**src/rtl/combo_lock_ctrl_if.sv**
```systemverilog
// ---------------------------------------------------------------------------
// combo_lock_ctrl_if
//   Bundle between the button conditioning logic and the lock sequencer.
//
//   Handshake: bit_valid, clear and prog_req are single-cycle strobes with
//   no ready/backpressure. The sequencer samples them on every rising clock
//   edge. Each strobe is either acted on in that same cycle or silently
//   dropped, depending on the current state. bit_in is only meaningful
//   while bit_valid is high.
//
//   Ports (slave = sequencer view):
//     bit_valid  in   entered-bit strobe
//     bit_in     in   entered bit value
//     clear      in   abort entry / relock strobe
//     prog_req   in   enter programming mode strobe (programming builds only)
//     state_o    out  ENTRY=0 CHECK=1 OPEN=2 LOCKOUT=3 PROG=4
//     open_o     out  1 iff state_o==OPEN
//     lockout_o  out  1 iff state_o==LOCKOUT
//     entry_cnt  out  bits collected so far
//     fail_cnt   out  consecutive failed attempts
// ---------------------------------------------------------------------------
interface combo_lock_ctrl_if #(
  parameter int CODE_LEN  = 6,
  parameter int MAX_FAILS = 3
);
  localparam int CW = $clog2(CODE_LEN + 1);
  localparam int FW = $clog2(MAX_FAILS + 1);

  logic          bit_valid;
  logic          bit_in;
  logic          clear;
  logic          prog_req;
  logic [2:0]    state_o;
  logic          open_o;
  logic          lockout_o;
  logic [CW-1:0] entry_cnt;
  logic [FW-1:0] fail_cnt;

  modport master (
    output bit_valid, bit_in, clear, prog_req,
    input  state_o, open_o, lockout_o, entry_cnt, fail_cnt
  );

  modport slave (
    input  bit_valid, bit_in, clear, prog_req,
    output state_o, open_o, lockout_o, entry_cnt, fail_cnt
  );
endinterface

```
**src/rtl/combo_lock_ctrl.sv**
```systemverilog
// ---------------------------------------------------------------------------
// combo_lock_ctrl
//   Sequencer for the pushbutton combination lock. It shifts entered bits in
//   MSB first and compares a full code against the stored code. It also
//   tracks consecutive failures, enforces a timed lockout and relocks
//   automatically after a timed open period.
//
//   Ports:
//     clk   in  100 Hz clock
//     rst   in  asynchronous reset, active-high
//     lk    combo_lock_ctrl_if.slave: entry strobes in, status out
//
//   Build option: define COMBO_LOCK_PROG_EN to enable reprogramming the code
//   from the OPEN state. Without it, prog_req is ignored and the code is the
//   constant CODE_RESET.
// ---------------------------------------------------------------------------
module combo_lock_ctrl #(
  parameter int                  CODE_LEN      = 6,
  parameter logic [CODE_LEN-1:0] CODE_RESET    = 6'b101011,
  parameter int                  MAX_FAILS     = 3,
  parameter int                  LOCKOUT_TICKS = 500,
  parameter int                  OPEN_TICKS    = 300
) (
  input  logic                clk,
  input  logic                rst,
  combo_lock_ctrl_if.slave    lk
);
  localparam int CW   = $clog2(CODE_LEN + 1);
  localparam int FW   = $clog2(MAX_FAILS + 1);
  localparam int TMAX = (LOCKOUT_TICKS > OPEN_TICKS) ? LOCKOUT_TICKS : OPEN_TICKS;
  localparam int TW   = (TMAX > 1) ? $clog2(TMAX) : 1;

  typedef enum logic [2:0] {
    S_ENTRY   = 3'd0,
    S_CHECK   = 3'd1,
    S_OPEN    = 3'd2,
    S_LOCKOUT = 3'd3,
    S_PROG    = 3'd4
  } state_t;

  state_t              state;
  logic [CODE_LEN-1:0] shreg;
  logic [CW-1:0]       entry_cnt;
  logic [FW-1:0]       fail_cnt;
  logic [TW-1:0]       timer;

`ifdef COMBO_LOCK_PROG_EN
  logic [CODE_LEN-1:0] code;
`else
  localparam logic [CODE_LEN-1:0] code = CODE_RESET;
  // prog_req has no function in this build.
  logic unused_prog_req;
  assign unused_prog_req = lk.prog_req;
`endif

  logic [CODE_LEN-1:0] shifted;
  logic                last_bit;

  assign shifted  = {shreg[CODE_LEN-2:0], lk.bit_in};
  // The strobe being accepted now completes the code.
  assign last_bit = (entry_cnt == CW'(CODE_LEN - 1));

  always_ff @(posedge clk or posedge rst) begin
    if (rst) begin
      state     <= S_ENTRY;
      shreg     <= '0;
      entry_cnt <= '0;
      fail_cnt  <= '0;
      timer     <= '0;
`ifdef COMBO_LOCK_PROG_EN
      code      <= CODE_RESET;
`endif
    end else begin
      case (state)
        S_ENTRY: begin
          // clear has priority over a simultaneous bit strobe.
          if (lk.clear) begin
            shreg     <= '0;
            entry_cnt <= '0;
          end else if (lk.bit_valid) begin
            shreg     <= shifted;
            entry_cnt <= entry_cnt + CW'(1);
            if (last_bit) state <= S_CHECK;
          end
        end

        S_CHECK: begin
          shreg     <= '0;
          entry_cnt <= '0;
          if (shreg == code) begin
            state    <= S_OPEN;
            fail_cnt <= '0;
            timer    <= TW'(OPEN_TICKS - 1);
          end else if (fail_cnt == FW'(MAX_FAILS - 1)) begin
            state    <= S_LOCKOUT;
            fail_cnt <= FW'(MAX_FAILS);
            timer    <= TW'(LOCKOUT_TICKS - 1);
          end else begin
            state    <= S_ENTRY;
            fail_cnt <= fail_cnt + FW'(1);
          end
        end

        S_OPEN: begin
          if (lk.clear) begin
            state <= S_ENTRY;
`ifdef COMBO_LOCK_PROG_EN
          end else if (lk.prog_req) begin
            state     <= S_PROG;
            shreg     <= '0;
            entry_cnt <= '0;
`endif
          end else if (timer == '0) begin
            state <= S_ENTRY;
          end else begin
            timer <= timer - TW'(1);
          end
        end

        S_LOCKOUT: begin
          if (timer == '0) begin
            state    <= S_ENTRY;
            fail_cnt <= '0;
          end else begin
            timer <= timer - TW'(1);
          end
        end

`ifdef COMBO_LOCK_PROG_EN
        S_PROG: begin
          // Timer is left untouched (frozen) while programming.
          if (lk.clear) begin
            state     <= S_ENTRY;
            shreg     <= '0;
            entry_cnt <= '0;
          end else if (lk.bit_valid) begin
            if (last_bit) begin
              code      <= shifted;
              state     <= S_ENTRY;
              shreg     <= '0;
              entry_cnt <= '0;
            end else begin
              shreg     <= shifted;
              entry_cnt <= entry_cnt + CW'(1);
            end
          end
        end
`endif

        default: begin
          // Unused encodings (and PROG when programming is disabled).
          state     <= S_ENTRY;
          shreg     <= '0;
          entry_cnt <= '0;
        end
      endcase
    end
  end

  assign lk.state_o   = state;
  assign lk.open_o    = (state == S_OPEN);
  assign lk.lockout_o = (state == S_LOCKOUT);
  assign lk.entry_cnt = entry_cnt;
  assign lk.fail_cnt  = fail_cnt;

endmodule

```
**src/flat_wrapper.sv**
```systemverilog
// flat-port wrapper written by rule: the top's interface ports become plain ports
module combo_lock_ctrl_flat 
#(
  parameter int                  CODE_LEN      = 6,
  parameter logic [CODE_LEN-1:0] CODE_RESET    = 6'b101011,
  parameter int                  MAX_FAILS     = 3,
  parameter int                  LOCKOUT_TICKS = 500,
  parameter int                  OPEN_TICKS    = 300
)
  (clk, rst, lk_bit_valid, lk_bit_in, lk_clear, lk_prog_req, lk_state_o, lk_open_o, lk_lockout_o, lk_entry_cnt, lk_fail_cnt);
  combo_lock_ctrl_if #(.CODE_LEN(CODE_LEN), .MAX_FAILS(MAX_FAILS)) lk_i ();
  input  logic clk;
  input  logic rst;
  input wire logic [$bits(lk_i.bit_valid)-1:0] lk_bit_valid;
  input wire logic [$bits(lk_i.bit_in)-1:0] lk_bit_in;
  input wire logic [$bits(lk_i.clear)-1:0] lk_clear;
  input wire logic [$bits(lk_i.prog_req)-1:0] lk_prog_req;
  output wire logic [$bits(lk_i.state_o)-1:0] lk_state_o;
  output wire logic [$bits(lk_i.open_o)-1:0] lk_open_o;
  output wire logic [$bits(lk_i.lockout_o)-1:0] lk_lockout_o;
  output wire logic [$bits(lk_i.entry_cnt)-1:0] lk_entry_cnt;
  output wire logic [$bits(lk_i.fail_cnt)-1:0] lk_fail_cnt;
  assign lk_i.bit_valid = lk_bit_valid;
  assign lk_i.bit_in = lk_bit_in;
  assign lk_i.clear = lk_clear;
  assign lk_i.prog_req = lk_prog_req;
  assign lk_state_o = lk_i.state_o;
  assign lk_open_o = lk_i.open_o;
  assign lk_lockout_o = lk_i.lockout_o;
  assign lk_entry_cnt = lk_i.entry_cnt;
  assign lk_fail_cnt = lk_i.fail_cnt;
  combo_lock_ctrl #(.CODE_LEN(CODE_LEN), .CODE_RESET(CODE_RESET), .MAX_FAILS(MAX_FAILS), .LOCKOUT_TICKS(LOCKOUT_TICKS), .OPEN_TICKS(OPEN_TICKS)) u_core (.clk(clk), .rst(rst), .lk(lk_i));
endmodule
```
**config.mk**
```make
export PLATFORM = sky130hd
export DESIGN_NAME = combo_lock_ctrl_flat
export DESIGN_NICKNAME = d
export VERILOG_FILES = /design/src/rtl/combo_lock_ctrl_if.sv /design/src/rtl/combo_lock_ctrl.sv /design/src/flat_wrapper.sv
export SDC_FILE = /design/constraint.sdc
export NUM_CORES = 1
export LEC_CHECK = 0
export CAP_MARGIN = 20
export CORE_ASPECT_RATIO = 2
export CORE_MARGIN = 8
export CORE_UTILIZATION = 45
export DETAILED_ROUTE_END_ITERATION = 10
export GPL_TIMING_DRIVEN = 0
export HOLD_SLACK_MARGIN = 0.08
export PLACE_DENSITY_LB_ADDON = 0.1
export SYNTH_ARGS = -nofsm -noshare
export SYNTH_HDL_FRONTEND = slang
export SYNTH_SLANG_ARGS = --single-unit
```
**constraint.sdc**
```tcl
create_clock -name clk -period 1.85 [get_ports clk]
set_input_delay 0.2775 -clock clk [delete_from_list [all_inputs] [get_ports clk]]
set_output_delay 0.2775 -clock clk [all_outputs]
set_load 0.01 [all_outputs]
```
# Word-level counts from Yosys, hierarchy flattened
# Index checks and enable logic that the tools add are counted.
# word_totals
ff_bits	23
output_inout_bits	10
mem_bits_ro	0
n_memories	0
latch_bits	0
ramBits	0
# classes
reduce_logical	9
bitwise_logic	1
div_mod_pow	0
eq_ne	13
addsub	3
shifts	0
n_mul	0
n_lt_le_gt_ge	0
n_mux	23
# ops
op	n
2-to-1 mux 9 bit	4
one-hot mux 9 bit (3 select lines)	1
2-to-1 mux 3 bit	8
2-to-1 mux 6 bit	2
one-hot mux 3 bit (4 select lines)	1
one-hot mux 6 bit (2 select lines)	1
zero test 9 bit	1
subtractor 9 x 1 -> 9 bit, second input constant	1
2-to-1 mux 2 bit	4
== test 3 x 2 -> 1 bit, second input constant	2
== test 6 bit, second input constant	1
!= test 2 bit, second input constant	3
one-hot mux 3 bit (2 select lines)	1
AND reduction 3 bit	2
!= test 2 x 1 -> 1 bit, second input constant	2
one-hot mux 2 bit (2 select lines)	1
AND reduction 2 bit	2
adder 3 x 1 -> 3 bit, second input constant	1
== test 3 x 1 -> 1 bit, second input constant	1
== test 3 bit, second input constant	1
zero test 3 bit	1
!= test 3 x 1 -> 1 bit, second input constant	1
!= test 3 bit, second input constant	1
nonzero test 3 bit	1
other kinds (5)	5

# Depth between registers and ports, before layout
# Gate-level depths: netlist (run 1).
# depth
ltp_word	5
mapped_depth	7
depth_no_buf	6

# Worst setup path before layout (run 1)
# OpenSTA, ideal clock, no wires.
# synth_path
path_kind	reg2reg
start	reg u_core.timer[4]
end	reg u_core.timer[1]
arrival_ps	1735
path_stages_with_launch	6
synth_period_minus_slack_ps	1860
setup_slack_ps	-10
path_buffers	1
cell_sequence	dfrtp_1 > or4_1 > buf_2 > nor4_4 > nor3_2 > mux2_4
# synth_between
elab_chain_cells	4
# synth_lines
element	line	rtl
start: declaration	combo_lock_ctrl.sv:45	logic [TW-1:0] timer;
start signal: assignment	combo_lock_ctrl.sv:93	timer <= TW'(OPEN_TICKS - 1);
start signal: assignment	combo_lock_ctrl.sv:97	timer <= TW'(LOCKOUT_TICKS - 1);
start signal: assignment	combo_lock_ctrl.sv:116	timer <= timer - TW'(1);
zero test 9 bit (*)	combo_lock_ctrl.sv:113, combo_lock_ctrl.sv:121	
2-to-1 mux 9 bit (*)	--	
2-to-1 mux 9 bit	--	
one-hot mux 9 bit (3 select lines) (*)	--	
# Every way passes the cells marked *; elsewhere a longest branch is shown, timed or not. The select of a mux whose other input is x is not followed.
# A chain may end at the register's enable or synchronous reset.

# Final worst setup path (run 1)
# layout_path
start	reg u_core.timer[5]
end	reg u_core.timer[1]
# The elaborated chain is that of the path after synthesis.

==> results of run 1 <==
==> cells by family (layout without fill, tap and decap cells) <==
| logic type | count (synthesis) | after routing | share of synthesized area (%) |
|---|---|---|---|
| xor+xnor | 2 | 2 | 1.33 |
| fa+ha+maj | 4 | 4 | 3.81 |
| mux | 3 | 3 | 2.66 |
| compound gates | 38 | 38 | 20.7 |
| buf+inv | 12 | 47 | 3.62 |
| other cells | 1 | 1 | 0.285 |
| simple gates | 59 | 59 | 23.8 |
| flops | 23 | 23 | 43.8 |
==> worst reg2reg max path: stages (launching register included) <==
cell     delay, ps
dfrtp_2        450
or4_4          520
buf_6          150
nor4_4         310
nor3_4          90
mux2_4         310
==> worst max-delay path by stage <==
stage | slack, ps | endpoint | startpoint
final | -80 | u_core.timer[1] | u_core.timer[5]
after global routing | -120 | u_core.timer[5] | u_core.timer[5]
after CTS | -40 | u_core.timer[1] | u_core.timer[1]
after detailed placement | -370 | lk_lockout_o | u_core.lk.state_o[1]
after global placement | -370 | lk_lockout_o | u_core.lk.state_o[1]
after floorplan | -10 | u_core.timer[1] | u_core.timer[4]
==> cell usage after synthesis, types with 3 or more instances <==
cell,number
o31ai_1,3
or4_1,3
clkbuf_1,3
inv_1,6
nand3_1,9
nand2_1,13
nor2_1,16
a22o_1,3
dfrtp_1,23
nand2b_1,4
ha_1,4
a21oi_1,10
o41ai_1,5
==> repair_timing <==
| item | in CTS | in global routing |
|---|---|---|
| setup endpoints to repair | 12 | 12 |
| endpoints found under the hold margin | 0 | 0 |
| pin swaps | 2 | 6 |
| resized for setup | 17 | 11 |
| buffers inserted | 12 | 8 |
==> where the power goes <==
| group | leakage (nW) | internal [mW] | switching [mW] |
|---|---|---|---|
| combinational | 0.392 | 0.0208 | 0.0293 |
| clock | 0.0228 | 0.154 | 0.169 |
| sequential | 0.297 | 0.507 | 0.00438 |
==> final cells by class <==
cell class	instances	area share [%]
Buffer	4	1.72
Clock buffer	4	2.58
Inverter	6	1.29
Multi-Input combinational cell	107	42.8
Sequential cell	23	33.2
Tap cell	30	2.15
Timing Repair Buffer	33	16.3
==> sequential cells by signal, indices dropped and copies added, names as in the netlist <==
name	cells
u_core.lk.entry_cnt	3
u_core.lk.fail_cnt	2
u_core.lk.state_o	3
u_core.shreg	6
u_core.timer	9
==> layer usage <==
metal / track usage, % / wire length, um
met4: 5.58 / 52
met2: 20.0 / 1590
met3: 2.09 / 207
met1: 16.7 / 1390
met5: 0 / 0
==> results.md, run 1 <==
* Final Hold Vio Count at 0
* Footprint of the multi-input gates at 748 sq um
* Critical-path cell list: or4_4 -> buf_6 -> nor4_4 -> nor3_4 -> mux2_4
* Clock latency on the worst-skew pair at 270 ps
* CTS buffer count at 3
* Largest net degree at the start of global routing at 24
* Vias in the first global route at 1159
* Crit path max-delay family: simple AND/OR/NAND/NOR gates
* Tmin final at 1930 ps
* Synth Register Bits at 23
* Fill count at 247
* Ys async rst share at 100%
* PwrDens at 506 nW/um^2
* Register area share after synthesis at 43.8%
* Core footprint at 2870 sq um
* Pleak at 0.712 nW
* Die Y at 92.5 um
* Placed Cells at 185
* Final net count at 188
* All-Layer GR Usage at 12.9%
* H-Tree Level Count at 1
* Synth Instances at 142
* Critical path depth at 5
* Detailed Route Iter0 Violations at 38
* Synth area leaders: dfrtp_1 (44%), nor2_1 (4.6%), a21oi_1 (3.8%)
* Endpoint class of the critical path: flip-flop
* CP Launch Type: flip-flop
* Max-slew violations at 0
* Setup total negative slack at -314 ps
* Drt drc at 0
* First-pass GRT wire length at 5140 um
* Drt first pass iters at 4
* MaxCap Viol Count at 0
* Initial Util at 45.8%
* Critical Path RT at 2010 ps
* Setup CP Type: flip-flop to flip-flop
* RePlAce Congestion at 0.773
* CP max FO at 5
* Sequential cell area at 579 sq um
* Setup-failing EPs final at 9
* FP Rows at 28
* DR vias at 1212
* Initial antenna violation count at 0
* Pre-CTS setup slack at -373 ps
* Worst hold endpoint: u_core.shreg[2]
* Netlist cell types at 42
* Clock sinks at 23
* HPWL after DPL at 2050 um
* WHS at 435 ps
* Main synth FF type: dfrtp_1
* Critical path's largest stage delay at 520 ps
* Area growth syn-to-layout at 32.8%
* Worst Setup Slack, final at -79.6 ps
* Root buffer cell: clkbuf_8
* Via density at 5.86
* Clock buffer depth at 2
* Hold Path Class: input port to flip-flop
* Post-route ant nets at 0
* Peak VDD IR at 364 uV
* Most frequent cells in the layout: buf_4 (20), dfrtp_1 (20), nor2_1 (16)
* Area of the mapped netlist at 1320 sq um
* Non-filler cells, final at 207
* Clock transition at path regs at 90 ps
* Worst rel slew slack at 40.6%
* CTS tree: yes
* Inserted Diodes at 0
* Final Util at 60.8%
* Unrepaired setup endpoints after global routing: yes
* Status: finished with violations
* Reg-to-Reg End: u_core.timer[1]
* Port buffer count at 13
* Arrival @ worst endpoint at 2090 ps
* Reg2Reg Launch Point: u_core.timer[5]
* DRT Wirelength at 3240 um
* Total power at 0.884 mW
* WP buf/inv at 1
* Hold Buf Count CTS at 0
* Cell Area, Placed at 1480 sq um
* Gr ovfl total at 0
* Worst-margin pin slew at 890 ps
* Share of the synthesized area in the top cell type at 43.8%
* HP Start: lk_bit_valid
* Post-DR wirelength/cell at 15.7 um
* Tcrit/Tclk final at 104%
* Failing checks: negative setup slack
* Die ar. at 5010 sq um
* Syn_nets at 152
* Fmax at 518 MHz
* Die width at 54.2 um
* Final instance area at 1750 sq um
* Hold depth at 3
* Synth Warn # at 0
* Critical path's slowest cell: or4_4
* Clk_skew at 4.81 ps
* Layout cell share with drive strength beyond 1 at 26.6%
* Synth area leader: dfrtp_1
* Worst R2R Path Depth at 5
* Top-level I/O count at 16
* Syn_area_per_cell at 9.26 sq um
* Post-synth EDFFs at 0
* Reg2Reg Setup Slack at -80 ps
Power figures use the tool's default switching activity.
==> inputs of run 2 (changes only) <==
--- a/config.mk
+++ b/config.mk
@@ -6,9 +6,11 @@
 export NUM_CORES = 1
 export LEC_CHECK = 0
 export CAP_MARGIN = 20
+export CELL_PAD_IN_SITES_DETAIL_PLACEMENT = 1
+export CELL_PAD_IN_SITES_GLOBAL_PLACEMENT = 1
 export CORE_ASPECT_RATIO = 2
 export CORE_MARGIN = 8
-export CORE_UTILIZATION = 45
+export CORE_UTILIZATION = 37
 export DETAILED_ROUTE_END_ITERATION = 10
 export GPL_TIMING_DRIVEN = 0
 export HOLD_SLACK_MARGIN = 0.08
==> results.md, run 2 (synthesis results as in run 1) <==
* Status: finished with violations
* Failing checks: negative setup slack
* H-Tree Level Count at 1 (unchanged)
* CP max FO at 5 (unchanged)
* Drt drc at 0 (unchanged)
* WP buf/inv at 1 (unchanged)
* Fmax at 515 MHz (-0.62%)
* Port buffer count at 13 (unchanged)
* Fill count at 389 (+57%)
* Detailed Route Iter0 Violations at 20 (-47%)
* Gr ovfl total at 0 (unchanged)
* Critical path's slowest cell: or4_4
* Total power at 0.875 mW (-1.1%)
* All-Layer GR Usage at 13.0% (+0.11 points)
* Critical path's largest stage delay at 540 ps (+20 ps)
* MaxCap Viol Count at 0 (unchanged)
* Drt first pass iters at 4 (unchanged)
* Pleak at 0.711 nW (-0.14%)
* RePlAce Congestion at 0.836 (+8.1%)
* Regs by FF count: u_core.timer (9), u_core.shreg (6)
* Die width at 58.2 um (+7.2%)
* FP Rows at 30 (+7.1%)
* Endpoint class of the critical path: flip-flop
* Worst rel slew slack at 38.9% (-1.7 points)
* Final instance area at 1770 sq um (+1.4%)
* Clock transition at path regs at 80 ps (about the same)
* Max-slew violations at 0 (unchanged)
* Setup CP Type: flip-flop to flip-flop
* CTS tree: yes
* Critical Path RT at 2000 ps (about the same)
* Initial antenna violation count at 0 (unchanged)
* Die ar. at 5830 sq um (+16%)
* Commonest non-fill, non-tap cell in the layout: buf_4
* Area growth syn-to-layout at 34.7%
* Core footprint at 3420 sq um (+19%)
* Clock buffer depth at 2 (unchanged)
* Peak VDD IR at 505 uV (+39%)
* Final net count at 187 (-0.53%)
* Tcrit/Tclk final at 105% (+0.66 points)
* Most frequent cells in the layout: buf_4 (21), dfrtp_1 (19), nor2_1 (15)
* Unrepaired setup endpoints after global routing: yes
* Final Hold Vio Count at 0 (unchanged)
* DRT Wirelength at 3820 um (+18%)
* HPWL after DPL at 2580 um (+26%)
* Register with the most flip-flops: u_core.timer
* CP Launch Type: flip-flop
* CTS buffer count at 3 (unchanged)
* PwrDens at 494 nW/um^2 (-2.5%)
* Tmin final at 1940 ps (+12.1 ps)
* Critical-path cell list: or4_4 -> buf_8 -> nor4_4 -> nor3_4 -> mux2_4
* Top-level I/O count at 16 (unchanged)
* Setup-failing EPs final at 6 (-3)
* Root buffer cell: clkbuf_8
* Clk_skew at 2.43 ps (-2.38 ps)
* DR vias at 1214 (+0.17%)
* Clock latency on the worst-skew pair at 260 ps (about the same)
* Worst-margin pin slew at 915 ps (+25.4 ps)
* Max reg flops at 9 (unchanged)
* Via density at 5.42 (-7.4%)
* Vias in the first global route at 1284 (+11%)
* Die Y at 100 um (+8.5%)
* Crit path max-delay family: simple AND/OR/NAND/NOR gates
* Worst Setup Slack, final at -91.8 ps (-12.1 ps)
* Initial Util at 38.5% (-7.3 points)
* Post-DR wirelength/cell at 17.0 um (+8.9%)
* Inserted Diodes at 0 (unchanged)
* Clock sinks at 23 (unchanged)
* Layout cell share with drive strength beyond 1 at 28.4% (+1.9 points)
* Largest net degree at the start of global routing at 24 (unchanged)
* Cell Area, Placed at 1510 sq um (+1.5%)
* Post-route ant nets at 0 (unchanged)
* First-pass GRT wire length at 5950 um (+16%)
* Arrival @ worst endpoint at 2100 ps (about the same)
* Hold Path Class: input port to flip-flop
==> run 2: cell count changes in the layout (fill, tap and decap cells not counted), sizes merged <==
cell           delta
buf               -1
clkdlybuf4s15     -1
clkinv            +1
==> run 2: worst reg2reg max path: cells and delay by family (launching register included) <==
kind,cells,cell delay (ps)
mux,1,310
simple gates,3,940
buf+inv,1,150
flops,1,440
==> run 2: repair_timing <==
action                     CTS  global route
resized for setup           15            16
hold buffers                 0             0
setup buffers                9            10
setup endpoints to repair   13            13
pin swaps                    2             5
==> run 2: power breakdown <==
part | switching [mW] | total [mW] | internal [mW]
registers | 0.00446 | 0.511 | 0.507
clock network | 0.162 | 0.313 | 0.150
logic | 0.0304 | 0.0512 | 0.0208
==> run 2: layout make-up <==
type | count | area, sq um | share of cell area [%]
buffer | 4 | 33.8 | 1.91
clock buffer | 3 | 41.3 | 2.33
clock inverter | 1 | 5.00 | 0.282
inverter | 6 | 22.5 | 1.27
multi-input combinational | 107 | 766 | 43.2
sequential | 23 | 581 | 32.8
tap | 48 | 60.1 | 3.39
timing repair buffer | 32 | 263 | 14.8
==> run 2: worst paths after layout <==
| check | from | end | slack [ps] | cells after the start |
|---|---|---|---|---|
| max | u_core.timer[5] | u_core.timer[1] | -90 | 5 |
| min | lk_bit_valid | u_core.shreg[0] | 430 | 3 |
| max reg2reg | u_core.timer[5] | u_core.timer[1] | -90 | 5 |
| min reg2reg | u_core.shreg[5] | u_core.shreg[5] | 540 | 2 |
| max in group asynchronous | rst | u_core.lk.state_o[1] | 710 | 2 |
| min in group asynchronous | rst | u_core.timer[6] | 510 | 2 |
==> run 2: routing by layer <==
layer	wire length, um	vias to the layer above	track usage (%)
met4	78	0	5.51
met5	0	-	0
met1	1440	615	13.2
met3	59	6	2.18
li1	-	580	-
met2	2240	13	24.6
==> run 2: through the flow <==
step | instances | util (%) | hold slack (ps) | setup TNS [ps] | setup slack (ps)
after floorplan | 142 | - | 279 | -9.95 | -9.95
after global placement | 203 | 44.1 | 502 | -1810 | -332
after detailed placement | 203 | 44.1 | 527 | -1880 | -366
after CTS | 214 | 48.0 | 439 | -382 | -85.3
after global routing | 224 | 51.9 | 474 | -983 | -164
final | 224 | 51.9 | 433 | -330 | -91.8
==> inputs of run 3 (changes only) <==
--- a/config.mk
+++ b/config.mk
@@ -15,6 +15,7 @@
 export GPL_TIMING_DRIVEN = 0
 export HOLD_SLACK_MARGIN = 0.08
 export PLACE_DENSITY_LB_ADDON = 0.1
+export SLEW_MARGIN = 10
 export SYNTH_ARGS = -nofsm -noshare
 export SYNTH_HDL_FRONTEND = slang
 export SYNTH_SLANG_ARGS = --single-unit
==> results of run 3 <==
The final DEF is identical to that of run 2; final timing and power are the same.
